<file path="config.mk">
export PLATFORM = sky130hd
export DESIGN_NAME = bitmap_tile_renderer
export DESIGN_NICKNAME = d
export VERILOG_FILES = /design/src/rtl/bitmap_tile_renderer.sv
export SDC_FILE = /design/constraint.sdc
export NUM_CORES = 1
export LEC_CHECK = 0
export CAP_MARGIN = 10
export CORE_MARGIN = 1.5
export CORE_UTILIZATION = 30
export CTS_BUF_LIST = sky130_fd_sc_hd__clkbuf_4 sky130_fd_sc_hd__clkbuf_8 sky130_fd_sc_hd__clkbuf_16
export CTS_CLUSTER_SIZE = 24
export DETAILED_ROUTE_END_ITERATION = 8
export DONT_BUFFER_PORTS = 1
export GPL_TIMING_DRIVEN = 0
export PLACE_DENSITY = 0.45
export SLEW_MARGIN = 10
export SYNTH_ARGS = -nofsm -noshare
export SYNTH_HDL_FRONTEND = slang
export SYNTH_SLANG_ARGS = --single-unit
</file>
<file path="constraint.sdc">
create_clock -name pix_clk -period 3.18 [get_ports pix_clk]
set_input_delay 0.318 -clock pix_clk [delete_from_list [all_inputs] [get_ports pix_clk]]
set_output_delay 0.318 -clock pix_clk [all_outputs]
set_load 0.005 [all_outputs]
</file>
<file path="src/rtl/bitmap_tile_renderer.sv">
// bitmap_tile_renderer: palette-mapped bitmap window with per-line row prefetch and 2-cycle pixel pipeline
// pix_clk/rstn: pixel clock, async active-low reset
// vs_in/hs_in/de_in/act_x/act_y: timing generator inputs
// row_req/row_addr/row_ack/row_data: one bitmap row fetched per video line
// underrun_clr/underrun: sticky flag for a line that started before its row arrived
// vs_out/hs_out/de_out/rgb_out: delay-matched syncs and registered colour
module bitmap_tile_renderer #(
  parameter int          X_BITS      = 12,
  parameter int          Y_BITS      = 12,
  parameter int          H_ACT       = 1280,
  parameter int          V_ACT       = 720,
  parameter int          COLS        = 16,
  parameter int          ROWS        = 32,
  parameter int          ROW_BITS    = 5,
  parameter int          BLOCK_SHIFT = 4,
  parameter int          GRID_EN     = 1,
  parameter logic [23:0] PAL0        = 24'hFFFFFF,
  parameter logic [23:0] PAL1        = 24'hFF0000,
  parameter logic [23:0] PAL2        = 24'h00FF00,
  parameter logic [23:0] PAL3        = 24'h000000,
  parameter logic [23:0] BORDER_RGB  = 24'h000000
) (
  input  logic                pix_clk,
  input  logic                rstn,
  input  logic                vs_in,
  input  logic                hs_in,
  input  logic                de_in,
  input  logic [X_BITS-1:0]   act_x,
  input  logic [Y_BITS-1:0]   act_y,
  output logic                row_req,
  output logic [ROW_BITS-1:0] row_addr,
  input  logic                row_ack,
  input  logic [2*COLS-1:0]   row_data,
  input  logic                underrun_clr,
  output logic                vs_out,
  output logic                hs_out,
  output logic                de_out,
  output logic [23:0]         rgb_out,
  output logic                underrun
);
  localparam int CW = COLS > 1 ? $clog2(COLS) : 1;
  localparam logic [X_BITS-1:0] X_OFF = X_BITS'((H_ACT - (COLS << BLOCK_SHIFT)) / 2);
  localparam logic [X_BITS-1:0] X_MAX = X_BITS'(H_ACT) - X_OFF;
  localparam logic [Y_BITS-1:0] Y_OFF = Y_BITS'((V_ACT - (ROWS << BLOCK_SHIFT)) / 2);
  localparam logic [Y_BITS-1:0] Y_MAX = Y_BITS'(V_ACT) - Y_OFF;
  localparam logic [X_BITS-1:0] XM = X_BITS'((1 << BLOCK_SHIFT) - 1);
  localparam logic [Y_BITS-1:0] YM = Y_BITS'((1 << BLOCK_SHIFT) - 1);
  typedef enum logic {IDLE, REQ} state_t;
  state_t state_q, state_d;
  logic vs1_q, hs1_q, de1_q, win1_q, grid1_q, vs2_q, hs2_q, de2_q;
  logic lv_q, lv_d, lok_q, ur_q, ur_d;
  logic [CW-1:0] col1_q, col1_d;
  logic [ROW_BITS-1:0] addr_q, addr_d;
  logic [Y_BITS-1:0] last_y_q, ty;
  logic [2*COLS-1:0] line_q, line_d;
  logic [23:0] rgb_q, rgb_d, pal;
  logic [COLS-1:0] lo, hi;
  logic [1:0] code;
  logic [X_BITS-1:0] xo;
  logic vs_rise, de_rise, de_fall, trig, ty_win, ack_ok, win, grid1_d;
  always_comb begin
    vs_rise = vs_in & ~vs1_q;
    de_rise = de_in & ~de1_q;
    de_fall = ~de_in & de1_q;
    // the frame's last line has no successor to prefetch
    trig = vs_rise | (de_fall & (last_y_q != Y_BITS'(V_ACT - 1)));
    ty = vs_rise ? '0 : last_y_q + Y_BITS'(1);
    ty_win = ty >= Y_OFF && ty < Y_MAX;
    ack_ok = state_q == REQ && row_ack;
    // a new trigger abandons any outstanding request
    state_d = trig ? (ty_win ? REQ : IDLE) : (ack_ok ? IDLE : state_q);
    addr_d = trig && ty_win ? ROW_BITS'((ty - Y_OFF) >> BLOCK_SHIFT) : addr_q;
    lv_d = trig ? ~ty_win : lv_q | ack_ok;
    line_d = !trig && ack_ok ? row_data : line_q;
    ur_d = (de_rise & ~lv_q) | (trig & state_q == REQ) | (ur_q & ~underrun_clr);
    win = act_x >= X_OFF && act_x < X_MAX && act_y >= Y_OFF && act_y < Y_MAX;
    xo = win ? act_x - X_OFF : '0;
    col1_d = CW'(xo >> BLOCK_SHIFT);
    grid1_d = GRID_EN != 0 && win && ((xo & XM) == '0 || ((act_y - Y_OFF) & YM) == '0);
    lo = line_q[COLS-1:0];
    hi = line_q[2*COLS-1:COLS];
    code = {hi[col1_q], lo[col1_q]};
    pal = code == 2'd0 ? PAL0 : code == 2'd1 ? PAL1 : code == 2'd2 ? PAL2 : PAL3;
    // lok_q freezes line validity at line start so a mid-line ack waits for the next line
    rgb_d = de1_q && win1_q && !grid1_q && lok_q ? pal : BORDER_RGB;
  end
  always_ff @(posedge pix_clk or negedge rstn)
    if (!rstn) begin
      vs1_q <= 1'b0;
      hs1_q <= 1'b0;
      de1_q <= 1'b0;
      win1_q <= 1'b0;
      grid1_q <= 1'b0;
      col1_q <= '0;
      vs2_q <= 1'b0;
      hs2_q <= 1'b0;
      de2_q <= 1'b0;
      rgb_q <= '0;
      state_q <= IDLE;
      addr_q <= '0;
      lv_q <= 1'b0;
      lok_q <= 1'b0;
      line_q <= '0;
      ur_q <= 1'b0;
      last_y_q <= '0;
    end else begin
      vs1_q <= vs_in;
      hs1_q <= hs_in;
      de1_q <= de_in;
      win1_q <= win;
      grid1_q <= grid1_d;
      col1_q <= col1_d;
      vs2_q <= vs1_q;
      hs2_q <= hs1_q;
      de2_q <= de1_q;
      rgb_q <= rgb_d;
      state_q <= state_d;
      addr_q <= addr_d;
      lv_q <= lv_d;
      lok_q <= de_rise ? lv_q : lok_q;
      line_q <= line_d;
      ur_q <= ur_d;
      last_y_q <= de_in ? act_y : last_y_q;
    end
  assign row_req = state_q == REQ;
  assign row_addr = addr_q;
  assign vs_out = vs2_q;
  assign hs_out = hs2_q;
  assign de_out = de2_q;
  assign rgb_out = rgb_q;
  assign underrun = ur_q;
endmodule
</file>
=== Word level (Yosys, flattened, before mapping) ===
Cells that the tools add are included.

* $add $sub $neg: 4
* Order comparisons: 7
* Equal/unequal tests: 3
* Muxes and demuxes: 14
* Bitwise logic cells: 17
* Reduce and logical (&&, ||, !) cells: 18

{| class="wikitable"
|+ Operators by type and width
! operator !! count
|-
| 24-bit 2-to-1 mux || 3
|-
| 12-bit by 10-bit < comparator with 1-bit output (second input constant) || 3
|-
| 12-bit by 7-bit >= comparator with 1-bit output (second input constant) || 2
|-
| 12-bit logical NOT || 2
|-
| 16-bit 2-to-1 mux || 1
|-
| 12-bit by 1-bit adder with 12-bit output (second input constant) || 1
|-
| 12-bit by 10-bit >= comparator with 1-bit output (second input constant) || 1
|-
| 12-bit 2-to-1 mux || 1
|-
| 12-bit by 10-bit != test with 1-bit output (second input constant) || 1
|-
| 1-bit logical AND || 11
|-
| 9-bit by 7-bit subtractor with 9-bit output (second input constant) || 1
|-
| 1-bit binary-select mux with 4-bit select || 2
|-
| 8-bit 2-to-1 mux || 1
|-
| 8-bit by 1-bit subtractor with 8-bit output (second input constant) || 1
|-
| 1-bit AND || 7
|-
| 1-bit 2-to-1 mux || 6
|-
| 1-bit NOT || 6
|-
| 4-bit by 5-bit < comparator with 1-bit output (second input constant) || 1
|-
| 1-bit OR || 4
|-
| 4-bit subtractor (second input constant) || 1
|-
| 2-bit by 1-bit equality test with 1-bit output (second input constant) || 1
|-
| 2-bit equality test (second input constant) || 1
|-
| 1-bit logical NOT || 2
|-
| 2-bit logical NOT || 1
|-
| other kinds (2) || 2
|}

* Register bits: 89
* Input port bits: 63
* Output and inout bits: 34
* Word-level logic and storage cells: 80

=== Longest topological paths before layout ===
Gate-level depths: netlist of the first run.

* Depth after elaboration: 8
* Gate-level depth with buffers: 8
* Gate-level depth less buffers: 8

=== Worst setup path after synthesis of the first run ===
OpenSTA, ideal clock, no wires.

* Path kind: reg-to-reg
* Start: reg last_y_q[0]
* End: reg addr_q[1] (netlist: row_addr[1])
* Setup time: 0.125 ns
* Arrival time: 2.159 ns
* Data required time: 3.055 ns
* Slack: 0.897 ns
* Cell stages (with the launch flop): 8
* Buffers on the path: 0
* Clock period less this slack: 2.283 ns
* Path through: dfrtp_1 ha_1 nand3_1 nor2_1 xor2_1 a311oi_2 mux2i_4 mux2_2

* Word-level cells in the longest chain between the ends: 5
* Elaborated cells between the ends (all ways): 10
* Classes of those cells: add/sub: 2; order compare: 2; eq/ne: 1; mux: 1; bitwise: 2; reduce/logical: 2

{| class="wikitable"
|+ Ends and longest elaborated chain
! element !! RTL line !! RTL
|-
| start, declared || 54 || <nowiki>logic [Y_BITS-1:0] last_y_q, ty;</nowiki>
|-
| start signal, assigned || 123 || <nowiki>last_y_q <= de_in ? act_y : last_y_q;</nowiki>
|-
| 12-bit by 1-bit adder with 12-bit output || 67 || <nowiki>ty = vs_rise ? '0 : last_y_q + Y_BITS'(1);</nowiki>
|-
| 12-bit 2-to-1 mux || 67 ||
|-
| 12-bit by 7-bit >= comparator with 1-bit output / 12-bit by 10-bit < comparator with 1-bit output (equally long branches) || 68 || <nowiki>ty_win = ty >= Y_OFF && ty < Y_MAX;</nowiki>
|-
| 1-bit logical AND || 68 ||
|-
| 1-bit logical AND || 72 || <nowiki>addr_d = trig && ty_win ? ROW_BITS'((ty - Y_OFF) >> BLOCK_SHIFT) : addr_q;</nowiki>
|-
| end signal, assigned || 118 || <nowiki>addr_q <= addr_d;</nowiki>
|-
| end, declared || 53 || <nowiki>logic [ROW_BITS-1:0] addr_q, addr_d;</nowiki>
|}

Parallel ways exist; a longest one is shown, timed or not.
A chain may end at the register's enable or synchronous reset.

=== Worst setup path in the final report of the first run ===
* Start: reg last_y_q[0]
* End: reg addr_q[4] (netlist: row_addr[4])

Same word-level chain as after synthesis.

==> flow_metrics.env, run 1 <==
export IMPL_synth_top_area_cell="dfrtp_1"
export IMPL_postLayoutCoreUtil_pct=35.6
export IMPL_synth_compound_area_share_pct=4.75
export IMPL_final_cell_mix="68 x dfrtp_1, 48 x mux2_2, 22 x buf_4"
export IMPL_numCtsBuffers=9
export IMPL_setup_worst_path_start_class="flip-flop"
export IMPL_clk_pin_slew_ns=0.07
export IMPL_synthFlopType="dfrtp_1"
export IMPL_status="completed"
export IMPL_synth_edf_count=0
export IMPL_synth_adder_area_share_pct=0.748
export IMPL_wl_mm=7.11
export IMPL_post_cts_setup_buffer_count=0
export IMPL_path_class="reg2reg"
export IMPL_die_h_um=109
export IMPL_maxCapViolations=0
export IMPL_fin_worst_skew_ns=0.00847
export IMPL_synth_avg_cell_area_um2=13.6
export IMPL_powerDensity_nw_per_um2=683
export IMPL_wire_per_inst_um=17.5
export IMPL_synth_area_leaders="dfrtp_1 51%, mux2_2 16%, mux4_2 6.7%"
export IMPL_synth_cell_types=51
export IMPL_clock_latency_ns=0.36
export IMPL_grt_pass1_vias=2026
export IMPL_synth_area_mux_share_pct=24.2
export IMPL_power_mw=2.64
export IMPL_peakVddDrop_mv=0.280
export IMPL_leakage_nw=1.61
export IMPL_fmax_mhz=393
export IMPL_syn2layout_area_growth_pct=15.4
export IMPL_antenna_found_initial=0
export IMPL_hold_class="in2reg"
export IMPL_grt_overflow_total=0
export IMPL_synth_top_family_by_area="multiplexers"
export IMPL_port_buffer_count=0
export IMPL_gp_congestion=0.758
export IMPL_via_per_inst=4.84
export IMPL_setup_viol=0
export IMPL_cts_tree="done"
export IMPL_synth_seq_cells=68
export IMPL_drv_slew=0
export IMPL_root_buffer="clkbuf_8"
export IMPL_dp_hpwl_mm=5.15
export IMPL_worst_path_max_fanout=7
export IMPL_die_w_um=109
export IMPL_start_util_pct=30.9
export IMPL_fillers=1061
export IMPL_num_vias=1969
export IMPL_cts_resized=0
export IMPL_layout_commonest_cell="dfrtp_1"
export IMPL_grt_pass1_wl_mm=11.3
export IMPL_fin_setup_tns_ns=0
export IMPL_drive_above_1_share_pct=43.1
export IMPL_rsz0062_at_grt="false"
export IMPL_rows=38
export IMPL_synth_area_um2=3350
export IMPL_critPathCaptureType="flip-flop"
export IMPL_nNetsFinal=327
export IMPL_track_usage_pct=13.6
export IMPL_drt_iter0_markers=71
export IMPL_coreArea_um2=10800
export IMPL_firstDrtPassIters=4
export IMPL_design_die_area_um2=11800
export IMPL_cts_sinks=68
export IMPL_cp_arrival_ns=2.79
export IMPL_ctsHoldBuffers=5
export IMPL_worstPathRequired_ns=3.42
export IMPL_min_period_ns=2.55
export IMPL_io_pins=97
export IMPL_syn_instance_count=246
export IMPL_diodes=0
export IMPL_clock_path_buffers=2
export IMPL_grt_max_degree=69
export IMPL_dp_cells=386
export IMPL_synth_warnings=0
export IMPL_ys_async_sr_fraction_pct=100
export IMPL_syn_nets=311
export IMPL_drc_errors=0
export IMPL_synth_xor_area_share_pct=2.88
export IMPL_h_tree_depth=3
export IMPL_hold_viol_final=0
export IMPL_hold_slack_ns=0.0869
export IMPL_synth_top_area_share_pct=50.9
export IMPL_antenna_left=0
export IMPL_worst_pin_slew_ns=1.13
export IMPL_ys_seq_area_share_pct=50.9
export IMPL_fin_cells=407
export IMPL_slew_headroom_pct=24.0
export IMPL_post_route_period_util_pct=80.1
export IMPL_synth_simple_area_share_pct=9.27
[synthesized netlist by cell type, types with 2 or more instances]
master,number
dfrtp_1,68
mux2_2,48
buf_4,22
mux4_2,10
nor2_1,7
and2_1,6
xor2_1,6
nand2_1,5
o21ai_0,5
xnor2_1,5
nand3_1,4
nor3_1,4
a21oi_1,3
clkbuf_8,3
inv_1,3
nor2b_1,3
nor4_1,3
or3_1,3
a31oi_1,2
clkbuf_1,2
ha_1,2
mux2i_1,2
nand2b_1,2
[flip-flops by register name, summed over array words and instances, names as in the netlist, 3 cells and up]
register	count
row_addr	5
rgb_out	3
col1_q	4
last_y_q	12
line_q	32
[routing by layer]
| metal | global-route usage (%) | wire [um] | vias to the layer above |
|---|---|---|---|
| li1 | - | - | 904 |
| met1 | 18.1 | 3300 | 983 |
| met2 | 18.7 | 3070 | 72 |
| met3 | 5.91 | 593 | 10 |
| met4 | 6.77 | 153 | 0 |
| met5 | 0 | 0 | - |
[critical path, stage by stage (launching register included)]
cell,delay (ns)
dfrtp_1,0.40
ha_1,0.26
nand3_1,0.18
nor2_1,0.23
xor2_1,0.12
a311oi_2,0.40
mux2i_4,0.44
mux2_2,0.38
[cell type report]
cell class	count	area [um2]	share of cell area, %
Timing Repair Buffer	5	67.6	1.75
Inverter	3	11.3	0.292
Clock buffer	12	153	3.95
Buffer	30	234	6.06
Tap cell	140	175	4.54
Multi-Input combinational cell	145	1400	36.2
Clock inverter	4	120	3.11
Sequential cell	68	1700	44.1
[worst paths after layout]
path	startpoint	to	slack (ns)	cells after the start
worst min register to register	hs1_q	hs_out	0.36	0
worst min-delay path	act_x[5]	col1_q[1]	0.09	1
worst max-delay path	last_y_q[0]	row_addr[4]	0.63	7
min in group asynchronous	rstn	line_q[28]	0.51	2
max in group asynchronous	rstn	last_y_q[10]	2.37	2
worst max register to register	last_y_q[0]	row_addr[4]	0.63	7
[cells by family (layout without fill, tap and decap cells)]
family	after synthesis	after routing
xor+xnor	11	11
buf+inv	33	54
compound gates	21	21
flops	68	68
fa+ha+maj	2	2
simple gates	50	50
mux	61	61
[through the flow]
step           cell area [um2]  worst slack (ns)
2_1_floorplan             3350             0.897
3_3_place_gp              3520             0.589
3_5_place_dp              3520             0.597
4_1_cts                   3860             0.579
5_1_grt                   3860             0.448
6_report                  3860             0.634
[where the power goes]
| part | switching [mW] | total [mW] | internal, mW |
|---|---|---|---|
| logic | 0.163 | 0.455 | 0.292 |
| clock network | 0.329 | 0.968 | 0.640 |
| registers | 0.127 | 1.21 | 1.09 |
No activity file was read; power rests on OpenSTA's default activity.
==> run 2, diff against run 1 <==
==> constraint.sdc (replaced) <==
create_clock -name pix_clk -period 2.6 [get_ports pix_clk]
set_input_delay 0.26 -clock pix_clk [delete_from_list [all_inputs] [get_ports pix_clk]]
set_output_delay 0.26 -clock pix_clk [all_outputs]
set_load 0.005 [all_outputs]
==> flow_metrics.env, run 2 (same netlist as run 1, synthesis figures left out) <==
export IMPL_status="completed"
export IMPL_path_class="reg2reg"
export IMPL_fmax_mhz=407
export IMPL_slowest_stage="or4b_1"
export IMPL_worstPathRequired_ns=2.85
export IMPL_slew_headroom_pct=23.6
export IMPL_cts_tree="done"
export IMPL_crit_buf_inv=3
export IMPL_dp_hpwl_mm=5.15
export IMPL_die_w_um=109
export IMPL_nNetsFinal=330
export IMPL_hold_viol_final=0
export IMPL_fin_worst_skew_ns=0.00808
export IMPL_min_period_ns=2.46
export IMPL_layout_commonest_cell="dfrtp_1"
export IMPL_peakVddDrop_mv=0.343
export IMPL_critPathMaxStageDelay_ns=0.53
export IMPL_rsz0062_at_grt="false"
export IMPL_io_pins=97
export IMPL_post_route_period_util_pct=94.6
export IMPL_cts_sinks=68
export IMPL_grt_max_degree=69
export IMPL_leakage_nw=1.62
export IMPL_fin_setup_tns_ns=0
export IMPL_fillers=1061
export IMPL_antenna_left=0
export IMPL_largest_reg_flops=32
export IMPL_drt_iter0_markers=83
export IMPL_diodes=0
export IMPL_design_die_area_um2=11800
export IMPL_clock_latency_ns=0.36
export IMPL_cp_top_family="simple AND/OR/NAND/NOR gates"
export IMPL_hold_slack_ns=0.0276
export IMPL_grt_overflow_total=0
export IMPL_start_util_pct=30.9
export IMPL_antenna_found_initial=0
export IMPL_clk_pin_slew_ns=0.07
export IMPL_clock_path_buffers=2
export IMPL_numCtsBuffers=9
export IMPL_worst_path_max_fanout=10
export IMPL_track_usage_pct=13.6
export IMPL_port_buffer_count=0
export IMPL_top_register="line_q"
export IMPL_worst_pin_slew_ns=1.14
export IMPL_setup_viol=0
export IMPL_grt_pass1_vias=2032
export IMPL_wl_mm=7.12
export IMPL_maxCapViolations=0
export IMPL_final_cell_mix="68 x dfrtp_1, 48 x mux2_2, 24 x buf_4"
export IMPL_coreArea_um2=10800
export IMPL_hold_class="in2reg"
export IMPL_via_per_inst=4.80
export IMPL_postLayoutCoreUtil_pct=35.9
export IMPL_critPathCaptureType="flip-flop"
export IMPL_syn2layout_area_growth_pct=16.2
export IMPL_drv_slew=0
export IMPL_gp_congestion=0.758
export IMPL_powerDensity_nw_per_um2=831
export IMPL_cp_arrival_ns=2.71
export IMPL_num_vias=1969
export IMPL_rows=38
export IMPL_crit_chain="buf_6, or4b_1, nor3_2, o21ai_2, and2b_2, clkbuf_2, clkbuf_8, mux2_2"
export IMPL_drc_errors=0
export IMPL_setup_worst_path_start_class="flip-flop"
export IMPL_h_tree_depth=3
export IMPL_firstDrtPassIters=4
export IMPL_root_buffer="clkbuf_8"
export IMPL_wire_per_inst_um=17.4
export IMPL_grt_pass1_wl_mm=11.4
export IMPL_drive_above_1_share_pct=43.7
export IMPL_die_h_um=109
## run 2: final timing paths
check,start,endpoint,slack (ns),cells after the start
setup / recovery,last_y_q[4],line_q[0],0.14,8
hold / removal,act_x[5],col1_q[1],0.03,1
setup reg to reg,last_y_q[4],line_q[0],0.14,8
hold reg to reg,hs1_q,hs_out,0.36,0
max in group asynchronous,rstn,last_y_q[10],1.85,2
min in group asynchronous,rstn,line_q[20],0.44,2
## run 2: per-layer routing
metal	share of wire, %	global-route usage [%]	up-vias	wire, um
met5	0	0	-	0
met4	2.2	6.77	0	153
met3	8.3	5.91	10	593
met2	43	18.8	70	3050
met1	47	18.1	977	3320
li1	-	-	912	-
## run 2: through the flow
stage	instance area, um2	worst slack [ns]	cells	power, mW
6_report	3890	0.141	410	3.23
5_1_grt	3890	0.0101	410	3.45
2_1_floorplan	3350	0.317	246	1.92
3_5_place_dp	3520	0.0166	386	2.04
3_3_place_gp	3520	0.00932	386	2.03
4_1_cts	3880	0.0775	409	3.29
## run 2: cell type report
class                      count  area (um2)  share of cell area, %
tap                          140         175                   4.50
clock inverter                 4         120                   3.09
timing repair buffer           8        92.6                   2.38
clock buffer                  12         153                   3.93
inverter                       3        11.3                  0.290
multi-input combinational    145        1400                   36.0
buffer                        30         234                   6.02
sequential                    68        1700                   43.8
## run 2: where the power goes
| part | total [mW] | internal (mW) | switching (mW) |
|---|---|---|---|
| combinational | 0.563 | 0.362 | 0.202 |
| clock | 1.18 | 0.782 | 0.402 |
| sequential | 1.48 | 1.33 | 0.155 |
| total | 3.23 | 2.47 | 0.759 |
## run 2: timing repair
action,4_1_cts,5_1_grt
gates resized for setup,0,1
gates cloned,0,0
endpoints found under the setup margin,1,4
endpoints found under the hold margin,71,1
pin swaps,0,1
hold buffers,5,1
setup buffers,2,0
==> run 3, diff against run 2 <==
==> constraint.sdc (replaced) <==
create_clock -name pix_clk -period 2.8 [get_ports pix_clk]
set_input_delay 0.14 -clock pix_clk [delete_from_list [all_inputs] [get_ports pix_clk]]
set_output_delay 0.14 -clock pix_clk [all_outputs]
set_load 0.005 [all_outputs]
==> flow_metrics.env, run 3 (same netlist as run 1, synthesis figures left out) <==
export IMPL_firstDrtPassIters=4
export IMPL_grt_max_degree=69
export IMPL_maxCapViolations=0
export IMPL_use_met3_pct=5.12
export IMPL_fillers=1035
export IMPL_clock_latency_ns=0.36
export IMPL_powerDensity_nw_per_um2=701
export IMPL_nNetsFinal=376
export IMPL_coreArea_um2=10800
export IMPL_wire_per_inst_um=16.1
export IMPL_cts_resized=0
export IMPL_busiest_layer="met2"
export IMPL_numCtsBuffers=9
export IMPL_die_h_um=109
export IMPL_port_buffer_count=0
export IMPL_syn2layout_area_growth_pct=30.1
export IMPL_cts_sinks=68
export IMPL_via_per_inst=4.72
export IMPL_drt_iter0_markers=66
export IMPL_worst_pin_slew_ns=1.11
export IMPL_hold_class="in2reg"
export IMPL_layout_commonest_cell="dfrtp_1"
export IMPL_antenna_found_initial=0
export IMPL_placed_area_um2=3520
export IMPL_clock_path_buffers=2
export IMPL_slew_headroom_pct=25.3
export IMPL_grt_pass1_wl_mm=11.9
export IMPL_grt_util_met1_pct=18.8
export IMPL_peakVddDrop_mv=0.286
export IMPL_root_buffer="clkbuf_8"
export IMPL_track_usage_pct=14.0
export IMPL_design_die_area_um2=11800
export IMPL_hold_viol_final=0
export IMPL_grt_overflow_total=0
export IMPL_largest_reg_flops=32
export IMPL_grt_util_met2_pct=19.9
export IMPL_rr_worst_depth=7
export IMPL_rows=38
export IMPL_worst_path_max_fanout=7
export IMPL_power_mw=3.05
export IMPL_crit_chain="ha_1, nand3_1, nor2_1, xor2_1, a311oi_2, mux2i_4, mux2_2"
export IMPL_drv_slew=0
export IMPL_slowest_stage="mux2i_4"
export IMPL_fin_setup_tns_ns=0
export IMPL_num_vias=2152
export IMPL_final_cell_mix="68 x dfrtp_1, 53 x dlygate4sd3_1, 48 x mux2_2"
export IMPL_h_tree_depth=3
export IMPL_critPathCaptureType="flip-flop"
export IMPL_final_area_um2=4350
export IMPL_min_period_ns=2.53
export IMPL_worstPathRequired_ns=3.04
export IMPL_die_w_um=109
export IMPL_clk_pin_slew_ns=0.07
export IMPL_io_pins=97
export IMPL_wl_mm=7.36
export IMPL_start_util_pct=30.9
export IMPL_ctsHoldBuffers=54
export IMPL_post_cts_setup_buffer_count=0
export IMPL_cts_tree="done"
export IMPL_path_class="reg2reg"
export IMPL_whs_path_depth=2
export IMPL_drc_errors=0
export IMPL_setup_viol=0
export IMPL_status="completed"
export IMPL_top_register="line_q"
export IMPL_cp_arrival_ns=2.77
export IMPL_rsz0062_at_grt="false"
export IMPL_gp_congestion=0.758
export IMPL_grt_pass1_vias=2231
export IMPL_post_route_period_util_pct=90.5
export IMPL_fin_worst_skew_ns=0.00834
export IMPL_antenna_left=0
export IMPL_diodes=0
export IMPL_fmax_mhz=395
export IMPL_critPathMaxStageDelay_ns=0.44
export IMPL_postLayoutCoreUtil_pct=40.1
export IMPL_drive_above_1_share_pct=36.4
export IMPL_dp_hpwl_mm=5.15
export IMPL_setup_worst_path_start_class="flip-flop"
export IMPL_leakage_nw=1.81
-- run 3: report_power, final --
| part | switching, mW | leakage [nW] | internal, mW |
|---|---|---|---|
| clock network | 0.371 | 0.138 | 0.726 |
| logic | 0.199 | 0.853 | 0.377 |
| registers | 0.144 | 0.823 | 1.23 |
-- run 3: cell type report --
class	count	area, um2	share of cell area (%)
flip-flops and latches	68	1700	39.1
well taps	140	175	4.03
clock inverters	4	120	2.76
plain buffers	30	234	5.38
multi-input cells	145	1400	32.1
clock buffers	12	153	3.51
repair buffers	54	558	12.8
inverters	3	11.3	0.259
-- run 3: worst max-delay path: cells and delay by family, from the launching register on --
kind	cells	cell delay (ns)
muxes	2	0.82
and+or+nand+nor	2	0.41
xor gates and xnor gates	1	0.13
AOI/OAI and AO/OA	1	0.40
adders and majority gates	1	0.26
DFF	1	0.40
-- run 3: layer usage --
layer | share of wire (%) | wire length [um]
met1 | 47 | 3470
met5 | 0 | 0
met2 | 44 | 3240
met3 | 6.7 | 492
met4 | 2.2 | 160
-- run 3: through the flow --
stage                     hold slack (ns)  instances  worst slack, ns
final                              0.0327        456            0.266
after global routing               0.0230        456           0.0640
after CTS                          0.0183        456            0.199
after detailed placement           -0.154        386            0.217
after global placement             -0.154        386            0.209
after floorplan                    -0.156        246            0.517
-- run 3: path summary, 6_finish.rpt --
path	start	to	slack (ns)
max	last_y_q[0]	row_addr[4]	0.27
min reg2reg	hs1_q	hs_out	0.36
min	act_x[3]	grid1_q	0.03
max reg2reg	last_y_q[0]	row_addr[4]	0.27
min in group asynchronous	rstn	line_q[28]	0.34
max in group asynchronous	rstn	row_req	2.18
